### src/rtl/rf_write_arbiter.sv
// rf_write_arbiter: controller for the single write port of the register file.
// After reset, or on clr_req, it zero-fills every register one per cycle (INIT).
// In RUN it grants the ALU and MEM writeback requesters round-robin.
// Optional feature macro: RF_SCOREBOARD_EN adds a per-register busy scoreboard.
// Without the macro, busy is tied to 0.
module rf_write_arbiter #(
   parameter int DATA_W = 32,
   parameter int ADDR_W = 5,
   parameter int NREG   = 32
) (
   input  logic              CLK,
   input  logic              Reset_n,
   input  logic              clr_req,
   input  logic              alu_valid,
   input  logic [ADDR_W-1:0] alu_addr,
   input  logic [DATA_W-1:0] alu_data,
   output logic              alu_ready,
   input  logic              mem_valid,
   input  logic [ADDR_W-1:0] mem_addr,
   input  logic [DATA_W-1:0] mem_data,
   output logic              mem_ready,
   input  logic              issue_valid,
   input  logic [ADDR_W-1:0] issue_addr,
   output logic [NREG-1:0]   busy,
   output logic              RegWrite,
   output logic [ADDR_W-1:0] R_W,
   output logic [DATA_W-1:0] W,
   output logic              init_done
);

   localparam logic [0:0] ST_INIT = 1'b0;
   localparam logic [0:0] ST_RUN  = 1'b1;
   localparam logic [ADDR_W-1:0] LAST_REG = ADDR_W'(NREG - 1);

   logic [0:0]        state;
   logic [ADDR_W-1:0] cnt;
   logic              prio;      // 0: ALU wins a tie, 1: MEM wins a tie
   logic              alu_win;
   logic              mem_win;
   logic              grant_en;
   logic              xfer;
   logic [ADDR_W-1:0] wr_addr;
   logic [DATA_W-1:0] wr_data;

   // Winner selection and combinational readies; no grants in INIT or while clearing
   always_comb begin
      alu_win   = alu_valid & (~mem_valid | ~prio);
      mem_win   = mem_valid & ~alu_win;
      grant_en  = (state == ST_RUN) & ~clr_req;
      alu_ready = grant_en & alu_win;
      mem_ready = grant_en & mem_win;
      xfer      = alu_ready | mem_ready;
      wr_addr   = mem_ready ? mem_addr : alu_addr;
      wr_data   = mem_ready ? mem_data : alu_data;
   end

   // Zero-fill sequencer, registered write port and round-robin pointer
   always_ff @(posedge CLK or negedge Reset_n) begin
      if (!Reset_n) begin
         state     <= ST_INIT;
         cnt       <= '0;
         prio      <= 1'b0;
         RegWrite  <= 1'b0;
         R_W       <= '0;
         W         <= '0;
         init_done <= 1'b0;
      end else if (state == ST_INIT) begin
         RegWrite <= 1'b1;
         R_W      <= cnt;
         W        <= '0;
         cnt      <= cnt + 1'b1;
         if (cnt == LAST_REG) begin
            state     <= ST_RUN;
            init_done <= 1'b1;
         end
      end else if (clr_req) begin
         state     <= ST_INIT;
         cnt       <= '0;
         init_done <= 1'b0;
         RegWrite  <= 1'b0;
      end else if (xfer) begin
         // r0 is hardwired: the handshake completes but the write is dropped
         RegWrite <= (wr_addr != '0);
         R_W      <= wr_addr;
         W        <= wr_data;
         prio     <= alu_ready;   // the loser gets the next tie
      end else begin
         RegWrite <= 1'b0;
      end
   end

`ifdef RF_SCOREBOARD_EN
   logic [NREG-1:0] busy_set;
   logic [NREG-1:0] busy_clr;

   // Per-edge set/clear masks; r0 is never tracked
   always_comb begin
      busy_set = '0;
      busy_clr = '0;
      if (state == ST_RUN && issue_valid && issue_addr != '0)
         busy_set[issue_addr] = 1'b1;
      if (xfer)
         busy_clr[wr_addr] = 1'b1;
   end

   // Pending-write scoreboard; a new issue beats a same-edge writeback
   always_ff @(posedge CLK or negedge Reset_n) begin
      if (!Reset_n)
         busy <= '0;
      else if (state == ST_RUN && clr_req)
         busy <= '0;
      else
         busy <= (busy & ~busy_clr) | busy_set;
   end
`else
   logic unused_issue;

   assign busy         = '0;
   assign unused_issue = ^{issue_valid, issue_addr};
`endif

endmodule

### config.mk
export PLATFORM = sky130hd
export DESIGN_NAME = rf_write_arbiter
export DESIGN_NICKNAME = d
export VERILOG_FILES = /design/src/rtl/rf_write_arbiter.sv
export SDC_FILE = /design/constraint.sdc
export NUM_CORES = 1
export LEC_CHECK = 0
export BUFFER_PORTS_ARGS = -buffer_cell sky130_fd_sc_hd__buf_4
export CAP_MARGIN = 10
export CORE_ASPECT_RATIO = 1.1
export CORE_MARGIN = 2
export CORE_UTILIZATION = 48
export CTS_BUF_LIST = sky130_fd_sc_hd__clkbuf_8
export DETAILED_ROUTE_END_ITERATION = 8
export PLACE_DENSITY = 0.95
export SETUP_SLACK_MARGIN = 0.3
export SYNTH_ARGS = -nofsm -noshare
export SYNTH_HDL_FRONTEND = slang
export SYNTH_SLANG_ARGS = --single-unit
### constraint.sdc
create_clock -name CLK -period 5.15 [get_ports CLK]
set_clock_uncertainty 0.2 [all_clocks]
set_input_delay 1.03 -clock CLK [delete_from_list [all_inputs] [get_ports CLK]]
set_output_delay 1.03 -clock CLK [all_outputs]
set_load 0.005 [all_outputs]
==> flow_metrics.tcl <==
set metrics [dict create \
    crit_top_cell "buf_4" \
    finalSetupViolCount 0 \
    grt_setup_unrepaired "false" \
    worstSetupPathType "flip-flop to output port" \
    max_clock_freq_mhz 298 \
    area_growth_pct 32.9 \
    async_reset_ff_share_pct 100 \
    gr-usage-met1_pct 25.4 \
    synthAdderAreaFrac_pct 0.952 \
    crit_fanout 37 \
    crit_buf_inv 2 \
    cts_tree "built" \
    holdCritStartpoint "prio" \
    boundaryPins 158 \
    ant_nets 0 \
    synth_area_leaders "dfrtp_1, nand3_1, buf_4" \
    synth_area_per_cell_um2 8.97 \
    r2r-end "W[19]" \
    use_met2_pct 41.7 \
    tns_ns 0 \
    cts_hold_buf 0 \
    wire_per_inst_um 14.9 \
    vias 2523 \
    design_area_um2 3490 \
    antenna_cells 0 \
    syn_inst 293 \
    htreeDepth 2 \
    endpoint "alu_ready" \
    cp.required_ns 3.92 \
    grt_max_degree 47 \
    yosysMostFrequentCell "nand3_1" \
    end_kind "output port" \
    vias_per_cell 5.33 \
    rrSetupSlack_ns 2.44 \
    min_period_ns 3.36 \
    initial_core_util_pct 49.4 \
    grtUsageMet3_pct 4.91 \
    critPathSlowestCell "dfrtp_1" \
    synth-xor-area-share_pct 0.333 \
    cp.depth 5 \
    synth.top_cells.by_count "nand3_1, dfrtp_1, inv_1" \
    place_area_um2 3420 \
    synth_area_um2 2630 \
    status "completed" \
    power_uw 1000 \
    yosysSeqAreaShare_pct 43.8 \
    p_per_area_nw_per_um2 287 \
    drc 0 \
    vdd_drop_max_mv 0.166 \
    dieArea_um2 6090 \
    dpl.hpwl_mm 4.91 \
    critical-path-top-delay-family "flip-flops" \
    clock_latency_ns 0.29 \
    ys_seq_elements 46 \
    gr-total-overflow 0 \
    synth_warnings 0 \
    p_leak_uw 0.00179 \
    max_cap_violations 0 \
    synth_simple_gate_area_share_pct 17.8 \
    synth_ff_type "dfrtp_1" \
    synth_edf_count 0 \
    grt_use_total_pct 22.5 \
    wirelength_mm 7.04 \
    cp-start-kind "flip-flop" \
    synthMuxAreaShare_pct 0.381 \
    dr.pass1.iters 4 \
    root_buffer "clkbuf_8" \
    min_path_type "flip-flop to flip-flop" \
    cts_resized 0 \
    final_layout_size_suffix_gt1_share_pct 33.4 \
    cp.arrival_ns 2.13 \
    gp_congestion 0.742 \
    crit_start "state" \
    drtIter0Drc 154 \
    num_rows 28 \
    finalNonFillerCells 473 \
    antenna_found_initial 0 \
    grt.busiest_layer "met2" \
    synth_top_family_by_area "buffers and inverters" \
    hold_viol 0 \
    die_w_um 74.6 \
    synth_top_area_share_pct 43.8 \
    clkTransAtPathRegs_ns 0.08 \
    core_area_um2 5330 \
    r2r_start "state" \
    fin_ws_ns 1.79 \
    cts.sinks 46 \
    multi_input_area_um2 1090 \
    cts_buffer_depth 2 \
    synth_compound_area_share_pct 17.1 \
    nFillCells 446 \
    reg2reg_depth 5 \
    die_y_um 81.6 \
    port_buffers 119 \
    max-slew-margin-rel_pct 50.8 \
    cts_setup_buffers 0 \
    synth_top_area_cell "dfrtp_1" \
    grt_pass1_wl_mm 10.5 \
    seqCellArea_um2 1150 \
    worst_slew_pin_slew_ns 0.737 \
    ys_types 36 \
    numCtsBuffers 5 \
    dp.cells 466 \
    drv_slew 0 \
    path_cells "buf_4, and2b_1, nand2_1, a21oi_1, buf_4" \
    fin_crit_sh_pct 65.2 \
    post-place-ws_ns 1.93 \
    grt_pass1_vias 2371 \
    finalNetCount 485 \
    crit_path_max_incr_delay_ns 0.79 \
]
sequential cells by signal, summed over array words and instances, names as in the netlist:
register	cells
cnt	5
R_W	5
state	1
RegWrite	1
W	32
prio	1
init_done	1
layer usage:
layer	up-vias	part of all wire, %
met4	0	0.84
met5	-	0
li1	1187	-
met1	1208	40
met3	8	6.2
met2	120	53
per-stage QoR:
step	utilization [%]	hold slack, ns
final	65.6	0.300
after global routing	65.6	0.331
after CTS	65.6	0.303
after detailed placement	64.2	0.292
after global placement	64.2	0.277
after floorplan	-	0.264
final cells by class:
cell class	instances	share of cell area, %
well taps	75	2.69
repair buffers	124	26.6
clock buffers	5	1.97
clock inverters	2	0.215
flip-flops and latches	46	33.0
inverters	41	4.41
multi-input cells	180	31.1
where the power goes:
| part | switching [uW] | internal, uW | total, uW |
|---|---|---|---|
| Clock | 112 | 89.7 | 202 |
| Sequential | 53.0 | 423 | 476 |
| Combinational | 161 | 164 | 325 |
logic make-up (layout without fill, tap and decap cells):
group	Yosys count	count (layout)
AOI/OAI and AO/OA	55	55
xor gates and xnor gates	1	1
adders and majority gates	2	2
buffers and inverters	98	172
DFF	46	46
muxes	1	1
other	1	32
and+or+nand+nor	89	89
worst reg2reg max path, cell delays in order, from the launching register on:
cell      delay [ns]
dfrtp_1         0.79
buf_4           0.47
and2b_1         0.26
o21ai_2         0.23
buf_4           0.29
o311ai_0        0.34
cells in the final DEF, fill, tap and decap left out, drive strengths merged:
master / n
a22o: 1
a21oi: 1
ha: 2
o21bai: 1
o21ai: 4
and2b: 1
xor2: 1
a221oi: 1
nor2: 6
buf: 124
or4b: 2
a31oi: 5
nand3b: 5
conb: 32
nand2b: 2
o311ai: 32
a21o: 1
and3b: 1
o22ai: 3
inv: 43
and3: 1
dfrtp: 46
mux2i: 1
nand3: 65
clkbuf: 5
nand2: 4
and2: 1
o311a: 5
a2111oi: 1
nor3: 1
how the worst min path moves through the flow:
stage	end	slack, ns	cells past startpoint
floorplan	prio	0.26	1
global placement	prio	0.28	1
detailed placement	prio	0.29	1
CTS	prio	0.30	1
global route	prio	0.33	1
finish	prio	0.30	1
(Power assumes the default switching activity.)
